--- src/rtl/cnn_pkg.sv ---
// Shared sizing defaults and window-index helper for the CNN datapath.
package cnn_pkg;

    localparam int unsigned CNN_BITWIDTH     = 8;
    localparam int unsigned CNN_DATACHANNEL  = 3;
    localparam int unsigned CNN_FILTERHEIGHT = 5;
    localparam int unsigned CNN_FILTERWIDTH  = 5;
    localparam int unsigned CNN_DATAWIDTH    = 28;
    localparam int unsigned CNN_DATAHEIGHT   = 28;

    localparam int unsigned PIXEL_BITS  = CNN_BITWIDTH * CNN_DATACHANNEL;
    localparam int unsigned WINDOW_BITS = PIXEL_BITS * CNN_FILTERHEIGHT * CNN_FILTERWIDTH;
    localparam int unsigned COL_W       = $clog2(CNN_DATAWIDTH);
    localparam int unsigned ROW_W       = $clog2(CNN_DATAHEIGHT);

    // Flattened element index of (row r, column c, channel ch) in a window;
    // element i pairs with weight element i at the kernel.
    function automatic int unsigned win_idx(
        input int unsigned r,
        input int unsigned c,
        input int unsigned ch,
        input int unsigned fw,
        input int unsigned dc
    );
        return (r * fw + c) * dc + ch;
    endfunction

endpackage

--- src/rtl/conv_window_buffer_line.sv ---
// One image line of pixel delay: dout is the pixel written DEPTH accepted pixels ago.
module line_buffer_row
    import cnn_pkg::*;
#(
    parameter int unsigned DEPTH = 28,
    parameter int unsigned WIDTH = 24
) (
    input  logic             clk,
    input  logic             we,
    input  logic [WIDTH-1:0] din,
    output logic [WIDTH-1:0] dout
);

    logic [WIDTH-1:0] mem_q [DEPTH];
    logic [WIDTH-1:0] mem_d [DEPTH];

    // Shift the delay line by one position on each accepted pixel.
    always_comb begin
        mem_d = mem_q;
        if (we) begin
            mem_d[0] = din;
            for (int unsigned i = 1; i < DEPTH; i++) begin
                mem_d[i] = mem_q[i-1];
            end
        end
    end

    // Storage needs no reset: stale lines never reach a valid window.
    always_ff @(posedge clk) begin
        mem_q <= mem_d;
    end

    assign dout = mem_q[DEPTH-1];

endmodule

--- src/rtl/conv_window_buffer.sv ---
// Sliding-window generator: raster pixel stream in, registered flattened
// FILTERHEIGHT x FILTERWIDTH x DATACHANNEL window out, stride 1, no padding.
module conv_window_buffer
    import cnn_pkg::*;
#(
    parameter int unsigned BITWIDTH     = 8,
    parameter int unsigned DATACHANNEL  = 3,
    parameter int unsigned FILTERHEIGHT = 5,
    parameter int unsigned FILTERWIDTH  = 5,
    parameter int unsigned DATAWIDTH    = 28,
    parameter int unsigned DATAHEIGHT   = 28
) (
    input  logic                                                  clk,
    input  logic                                                  rst,
    input  logic                                                  in_valid,
    input  logic [BITWIDTH*DATACHANNEL-1:0]                       in_data,
    output logic                                                  out_valid,
    output logic [BITWIDTH*DATACHANNEL*FILTERHEIGHT*FILTERWIDTH-1:0] out_window,
    output logic                                                  out_last
);

    localparam int unsigned PIX_W = BITWIDTH * DATACHANNEL;
    localparam int unsigned WIN_W = PIX_W * FILTERHEIGHT * FILTERWIDTH;
    localparam int unsigned CW    = (DATAWIDTH  > 1) ? $clog2(DATAWIDTH)  : 1;
    localparam int unsigned RW    = (DATAHEIGHT > 1) ? $clog2(DATAHEIGHT) : 1;

    localparam logic [CW-1:0] COL_LAST  = CW'(DATAWIDTH - 1);
    localparam logic [RW-1:0] ROW_LAST  = RW'(DATAHEIGHT - 1);
    localparam logic [CW-1:0] COL_FIRST = CW'(FILTERWIDTH - 1);
    localparam logic [RW-1:0] ROW_FIRST = RW'(FILTERHEIGHT - 1);

    logic [CW-1:0]    col_q, col_d;
    logic [RW-1:0]    row_q, row_d;
    logic [PIX_W-1:0] lb_out [FILTERHEIGHT-1];
    logic [PIX_W-1:0] slice  [FILTERHEIGHT];
    logic [PIX_W-1:0] win_q  [FILTERHEIGHT][FILTERWIDTH];
    logic [PIX_W-1:0] win_d  [FILTERHEIGHT][FILTERWIDTH];
    logic             fire;
    logic             out_valid_q, out_valid_d;
    logic             out_last_q, out_last_d;
    logic [WIN_W-1:0] out_window_q, out_window_d;

    // Chained line delays: lb_out[k] is the pixel k+1 rows above the incoming one.
    for (genvar k = 0; k < FILTERHEIGHT - 1; k++) begin : g_lb
        logic [PIX_W-1:0] lb_in;
        if (k == 0) begin : g_head
            assign lb_in = in_data;
        end else begin : g_tail
            assign lb_in = lb_out[k-1];
        end
        line_buffer_row #(
            .DEPTH (DATAWIDTH),
            .WIDTH (PIX_W)
        ) u_row (
            .clk  (clk),
            .we   (in_valid),
            .din  (lb_in),
            .dout (lb_out[k])
        );
    end

    // Column slice at the current column, oldest row at index 0.
    always_comb begin
        for (int unsigned r = 0; r < FILTERHEIGHT - 1; r++) begin
            slice[r] = lb_out[FILTERHEIGHT-2-r];
        end
        slice[FILTERHEIGHT-1] = in_data;
    end

    // Raster position counters, advanced only by accepted pixels.
    always_comb begin
        col_d = col_q;
        row_d = row_q;
        if (in_valid) begin
            if (col_q == COL_LAST) begin
                col_d = '0;
                row_d = (row_q == ROW_LAST) ? '0 : row_q + 1'b1;
            end else begin
                col_d = col_q + 1'b1;
            end
        end
    end

    // Window shifts left one column; the new slice enters on the right.
    always_comb begin
        win_d = win_q;
        if (in_valid) begin
            for (int unsigned r = 0; r < FILTERHEIGHT; r++) begin
                for (int unsigned c = 0; c + 1 < FILTERWIDTH; c++) begin
                    win_d[r][c] = win_q[r][c+1];
                end
                win_d[r][FILTERWIDTH-1] = slice[r];
            end
        end
    end

    // Valid decision on the position of the pixel being accepted; window packed on fire.
    always_comb begin
        fire         = in_valid && (row_q >= ROW_FIRST) && (col_q >= COL_FIRST);
        out_valid_d  = fire;
        out_last_d   = fire && (row_q == ROW_LAST) && (col_q == COL_LAST);
        out_window_d = out_window_q;
        if (fire) begin
            for (int unsigned r = 0; r < FILTERHEIGHT; r++) begin
                for (int unsigned c = 0; c < FILTERWIDTH; c++) begin
                    out_window_d[win_idx(r, c, 0, FILTERWIDTH, DATACHANNEL)*BITWIDTH +: PIX_W] = win_d[r][c];
                end
            end
        end
    end

    // Counters and output registers with synchronous reset.
    always_ff @(posedge clk) begin
        if (rst) begin
            col_q        <= '0;
            row_q        <= '0;
            out_valid_q  <= 1'b0;
            out_last_q   <= 1'b0;
            out_window_q <= '0;
        end else begin
            col_q        <= col_d;
            row_q        <= row_d;
            out_valid_q  <= out_valid_d;
            out_last_q   <= out_last_d;
            out_window_q <= out_window_d;
        end
    end

    // Window contents need no reset.
    always_ff @(posedge clk) begin
        win_q <= win_d;
    end

    assign out_valid  = out_valid_q;
    assign out_last   = out_last_q;
    assign out_window = out_window_q;

endmodule

--- config.mk ---
export PLATFORM = sky130hd
export DESIGN_NAME = conv_window_buffer
export DESIGN_NICKNAME = d
export VERILOG_FILES = /design/src/rtl/cnn_pkg.sv /design/src/rtl/conv_window_buffer_line.sv /design/src/rtl/conv_window_buffer.sv
export SDC_FILE = /design/constraint.sdc
export NUM_CORES = 2
export LEC_CHECK = 0
export CAP_MARGIN = 15
export CORE_UTILIZATION = 64
export DETAILED_ROUTE_END_ITERATION = 8
export GPL_TIMING_DRIVEN = 0
export PLACE_DENSITY = 0.81
export SLEW_MARGIN = 20
export SYNTH_ARGS = -nofsm -noshare
export SYNTH_HDL_FRONTEND = slang
export SYNTH_HIERARCHICAL = 1
export SYNTH_SLANG_ARGS = --single-unit
export TNS_END_PERCENT = 30
--- constraint.sdc ---
create_clock -name clk -period 4.85 [get_ports clk]
set_input_delay 1.2125 -clock clk [delete_from_list [all_inputs] [get_ports clk]]
set_output_delay 1.2125 -clock clk [all_outputs]
set_load 0.05 [all_outputs]
## Yosys cells after proc, flatten, opt, wreduce, memory -nomap -nowiden

Cells that the tools add are included.

- Register bits: 3900
- Input bits: 27
- Output and inout bits: 602
- Word-level logic and storage cells: 156

- Add/sub/neg operators: 2
- Order comparisons: 2
- Eq/ne operators: 2
- Mux-type cells: 3
- Reduce and logical (&&, ||, !) cells: 5

Operator list:

| operator | count |
|---|---|
| two-way mux 600 bit | 1 |
| adder 5 x 1 -> 5 bit, second input constant | 2 |
| == test 5 bit, second input constant | 2 |
| greater-or-equal comparator 5 x 3 -> 1 bit, second input constant | 2 |
| two-way mux 5 bit | 2 |
| logical AND 1 bit | 4 |
| AND reduction 2 bit | 1 |

## Depth between registers and ports, before layout

- Word-level depth: 5
- Depth in mapped cells: 8

## Hierarchy

Netlist, hierarchy kept.

By module, submodules not included:

| module | times used | cells an instance | area each (sq um) |
|---|---|---|---|
| line_buffer_row | 4 | 696 | 20359.5 |
| conv_window_buffer | 1 | 4073 | 45333.5 |

## Least setup slack after synthesis

Ideal clock, no wire load.

- Path type: input port to flip-flop
- Start: input port in_valid
- End: register out_window_q[10] (netlist: out_window[10])
- Setup time: 116 ps
- Arrival time: 2369 ps
- Required time: 4734 ps
- Path slack: 2366 ps
- Cell stages on the path: 7
- Buffers on the path: 4
- Cells stage by stage: buf_2 > buf_2 > buf_4 > buf_2 > mux2_1 > nand4_1 > o21ai_2

RTL lines:

| item | RTL line | source |
|---|---|---|
| start, declared | conv_window_buffer.sv:15 | `input logic in_valid,` |
| end signal, assigned | conv_window_buffer.sv:125 | `out_window_q <= out_window_d;` |
| end, declared | conv_window_buffer.sv:41 | `logic [WIN_W-1:0] out_window_q, out_window_d;` |

## Worst setup path after layout

- Start: input port in_valid
- End: register out_window_q[443] (netlist: out_window[443])

- Longest elaborated chain between the ends: 2
- Elaborated cells between the ends (all ways): 3
- Those cells by class: mux: 1; reduce/logical: 2

Ends and longest elaborated chain:

| item | RTL line | source |
|---|---|---|
| logical AND 1 bit (2 in a row) | conv_window_buffer.sv:99 | `fire = in_valid && (row_q >= ROW_FIRST) && (col_q >= COL_FIRST);` |

Parallel ways exist; a longest one is shown, timed or not.
A chain may end at the register's enable or synchronous reset.

==> metrics <==
Tcrit/Tclk final 0.968; Area Overhead vs Synth 17.8%; class of the worst hold path reg2reg; vias in the first global route 66000; core area 196000 sq um; critical path capture point type register; Residual DRC 0; final setup margin 154 ps; site row count 162; first-pass GRT wire length 454000 um; Final Wtd Congestion 0.910; met1 Track Usage GR 0.368; boundary pin count 629; initial antenna violation count 13; NumNets Final 7918; critical path peak fanout 149; Crit path required time 5700 ps; Ys Warns 6; Yosys cell types 36; M2 GR Usage 0.549; Tmin final 4700 ps; worst-path cell chain buf_16 -> buf_16 -> buf_16 -> buf_16 -> buf_2 -> o31a_1 -> buf_2 -> clkbuf_2 -> clkbuf_1 -> nand4_1 -> o21ai_2; Post-Synth XOR/XNOR Area 0.0000691; Seq/Total Area, Yosys 0.828; post-synthesis simple-gate area fraction 0.0488; area share of the largest cell type after synthesis 0.637; IO buf count 628; Via density 5.93; Sw Ratio 0.217; clock insertion delay at the later pin of the skew report 980 ps; Die ar. 200000 sq um; worst ir drop on vdd 0.497 mV; post-synthesis compound-gate area fraction 0.0422; most used cell, CP buf_16; fraction of layout instances using a drive strength above 1 0.213; type of the worst setup path in2reg; All-Layer GR Usage 0.319; CTS Buf Count 376; Worst slew margin 0.182; Async SR Flop Fraction 0; Worst setup SP type input pin; Bufs and invs on worst path 8; Flop pwr share 0.548; Slew Viols, Final 0; area share of fa/ha/maj cells after synthesis 0.000395; Most used DFF post-synth edfxtp_1; worst-case clock buffer depth 4; syn_nets 6888; RSZ-0062 raised after global routing false; Yosys top cell by area edfxtp_1; mux contribution to synthesized area 0.0533; Starting Density 0.647; EDFF count, synth 2688; post-DP HPWL 191000 um; setup slack at placement -1840 ps; Sw Pwr 15600 uW; clk root buf clkbuf_16; grt met3 use 0.0620; CTS H-tree depth 5; initial drt markers 6085; Area contributors post-synth edfxtp_1 (64%), dfxtp_1 (19%), o21ai_2 (4.1%); Final Hold Viols 0; #FFs+latches synth 3900; CTS tree built; status finished, final reports clean; dpl cell area 137000 sq um; max-cap viol count 0; post-route ant nets 0; final setup fails 0; main combinational cell family by area after synthesis multiplexers; clock share of power 0.416; pwr dens 480 nW/um^2; Die Height 447 um; die width 447 um; Setup Skew 76.3 ps; clock slew at the register clock pins of the worst setup and hold paths 70 ps; crit path DAT 5550 ps; Static Leak 0.0519 uW; Combinational Power Share 0.036; CP max stage cell clkbuf_1; DRT Pass-1 Iters 6; slew at the pin closest to its max-slew limit 1230 ps; Mapped Area 127000 sq um; GRT Residual Overflow 0; Post-Route WL 320000 um; FMAX 0.213 GHz; fin area 149000 sq um; clock sink total 3900; largest net degree at the start of global routing 175; Max stage delay on crit path 580 ps; Syn Area/Cell 18.5 sq um; Crit path max-delay family buffers and inverters; Mapped Cells 6857; Pint 56100 uW; Top Usage Layer GRT met2; via count 64200; setup bufs post-CTS 0; Routed WL per cell 29.6 um
placed cells by master (no fill, tap or decap), types with 2 or more instances in the layout:
cell             synthesis  routed
buf_1                   10      11
inv_1                    5       5
dfxtp_1               1212    1212
bufinv_16                0      40
edfxtp_1              2688    2688
diode_2                  0      10
clkinv_4                 0       4
nand2b_1                 2       2
or3_1                    2       2
clkinv_1                 0      46
nand4b_1                 2       2
ha_1                     4       4
mux2_2                 327     327
o21ai_2                600     600
inv_6                    0       5
clkdlybuf4s50_1          0     627
clkbuf_8                 0      32
a21oi_1                  6       6
clkinv_2                 0      72
nand2_1                607     607
and3_1                   2       2
buf_12                  67      67
clkinvlp_2               0       2
clkinvlp_4               0       9
mux2_1                 273     273
buf_16                   0      18
clkbuf_1               258     325
bufbuf_16                0       6
buf_2                   67      67
nand3_1                  7       7
buf_4                   98      98
clkbuf_2                 0      10
nand4_1                602     602
o21ai_1                  3       3
clkbuf_16                0     385
Yosys cell counts, drive strengths merged, types with 4 or more instances:
library cell and count:
buf 242, a21oi 6, inv 6, dfxtp 1212, clkbuf 258, edfxtp 2688
mux2 600, nand4 602, ha 4, nand2 607, o21ai 603, nand3 7
power by group through the flow:
stage | sequential, uW | clock [uW] | combinational [uW]
floorplan | 39200 | 0 | 1340
global placement | 40100 | 0 | 1320
detailed placement | 39800 | 0 | 2400
CTS | 39300 | 30200 | 2510
global route | 39400 | 31400 | 2660
finish | 39300 | 29800 | 2560
layout make-up:
type                            count  area (sq um)
Timing Repair Buffer              652          6990
Buffer                            500          3430
Tap cell                         2624          3280
Multi-Input combinational cell   2451         18400
Antenna cell                       10          25.0
Sequential cell                  3900        105000
Clock buffer                      495         10400
Clock inverter                    180          1910
Fill cell                       10300         46500
Inverter                            6          22.5
state kept, by name (all words and copies together), names as in the netlist:
signal	flops
g_lb.u_row/mem_q	2592
out_window	600
win_q	600
g_lb.u_row/dout	96
col_q	5
row_q	5
out_last	1
out_valid	1
metrics by stage:
stage | power (uW) | hold slack [ps] | TNS (ps) | cells | util
floorplan | 40500 | 400 | 0 | 6857 | -
CTS | 71900 | 377 | 0 | 10800 | 0.762
global placement | 41400 | 400 | - | 10100 | 0.696
detailed placement | 42200 | 405 | -1865430 | 10100 | 0.699
global route | 73400 | 391 | 0 | 10800 | 0.763
finish | 71700 | 385 | 0 | 10800 | 0.763
routing by layer:
metal	share of wire	routed length, um
met3	0.064	20600
met5	0.000069	22
met2	0.51	164000
met1	0.35	113000
met4	0.070	22400
repair_timing:
item	in CTS	in global routing
setup endpoints to repair	942	227
gates resized for setup	2	1
hold buffers	0	0
gates cloned	6	1
pin swaps	0	0
kinds of logic after synthesis:
group | Yosys count
flip-flops | 3900
multiplexers | 600
buffers and inverters | 506
XOR/XNOR | 1
AO/OA/AOI/OAI | 615
AND/OR/NAND/NOR | 1231
adder cells (fa/ha/maj) | 4
worst paths after layout:
check,startpoint,end,slack (ps),cells after the start
max,in_valid,out_window[443],150,11
min,g_lb[0].u_row/mem_q[540],g_lb[0].u_row/mem_q[516],380,0
max reg2reg,col_q[2],out_window[392],2000,6
min reg2reg,g_lb[0].u_row/mem_q[540],g_lb[0].u_row/mem_q[516],380,0
Note: power is estimated with default switching activity, not from simulation.
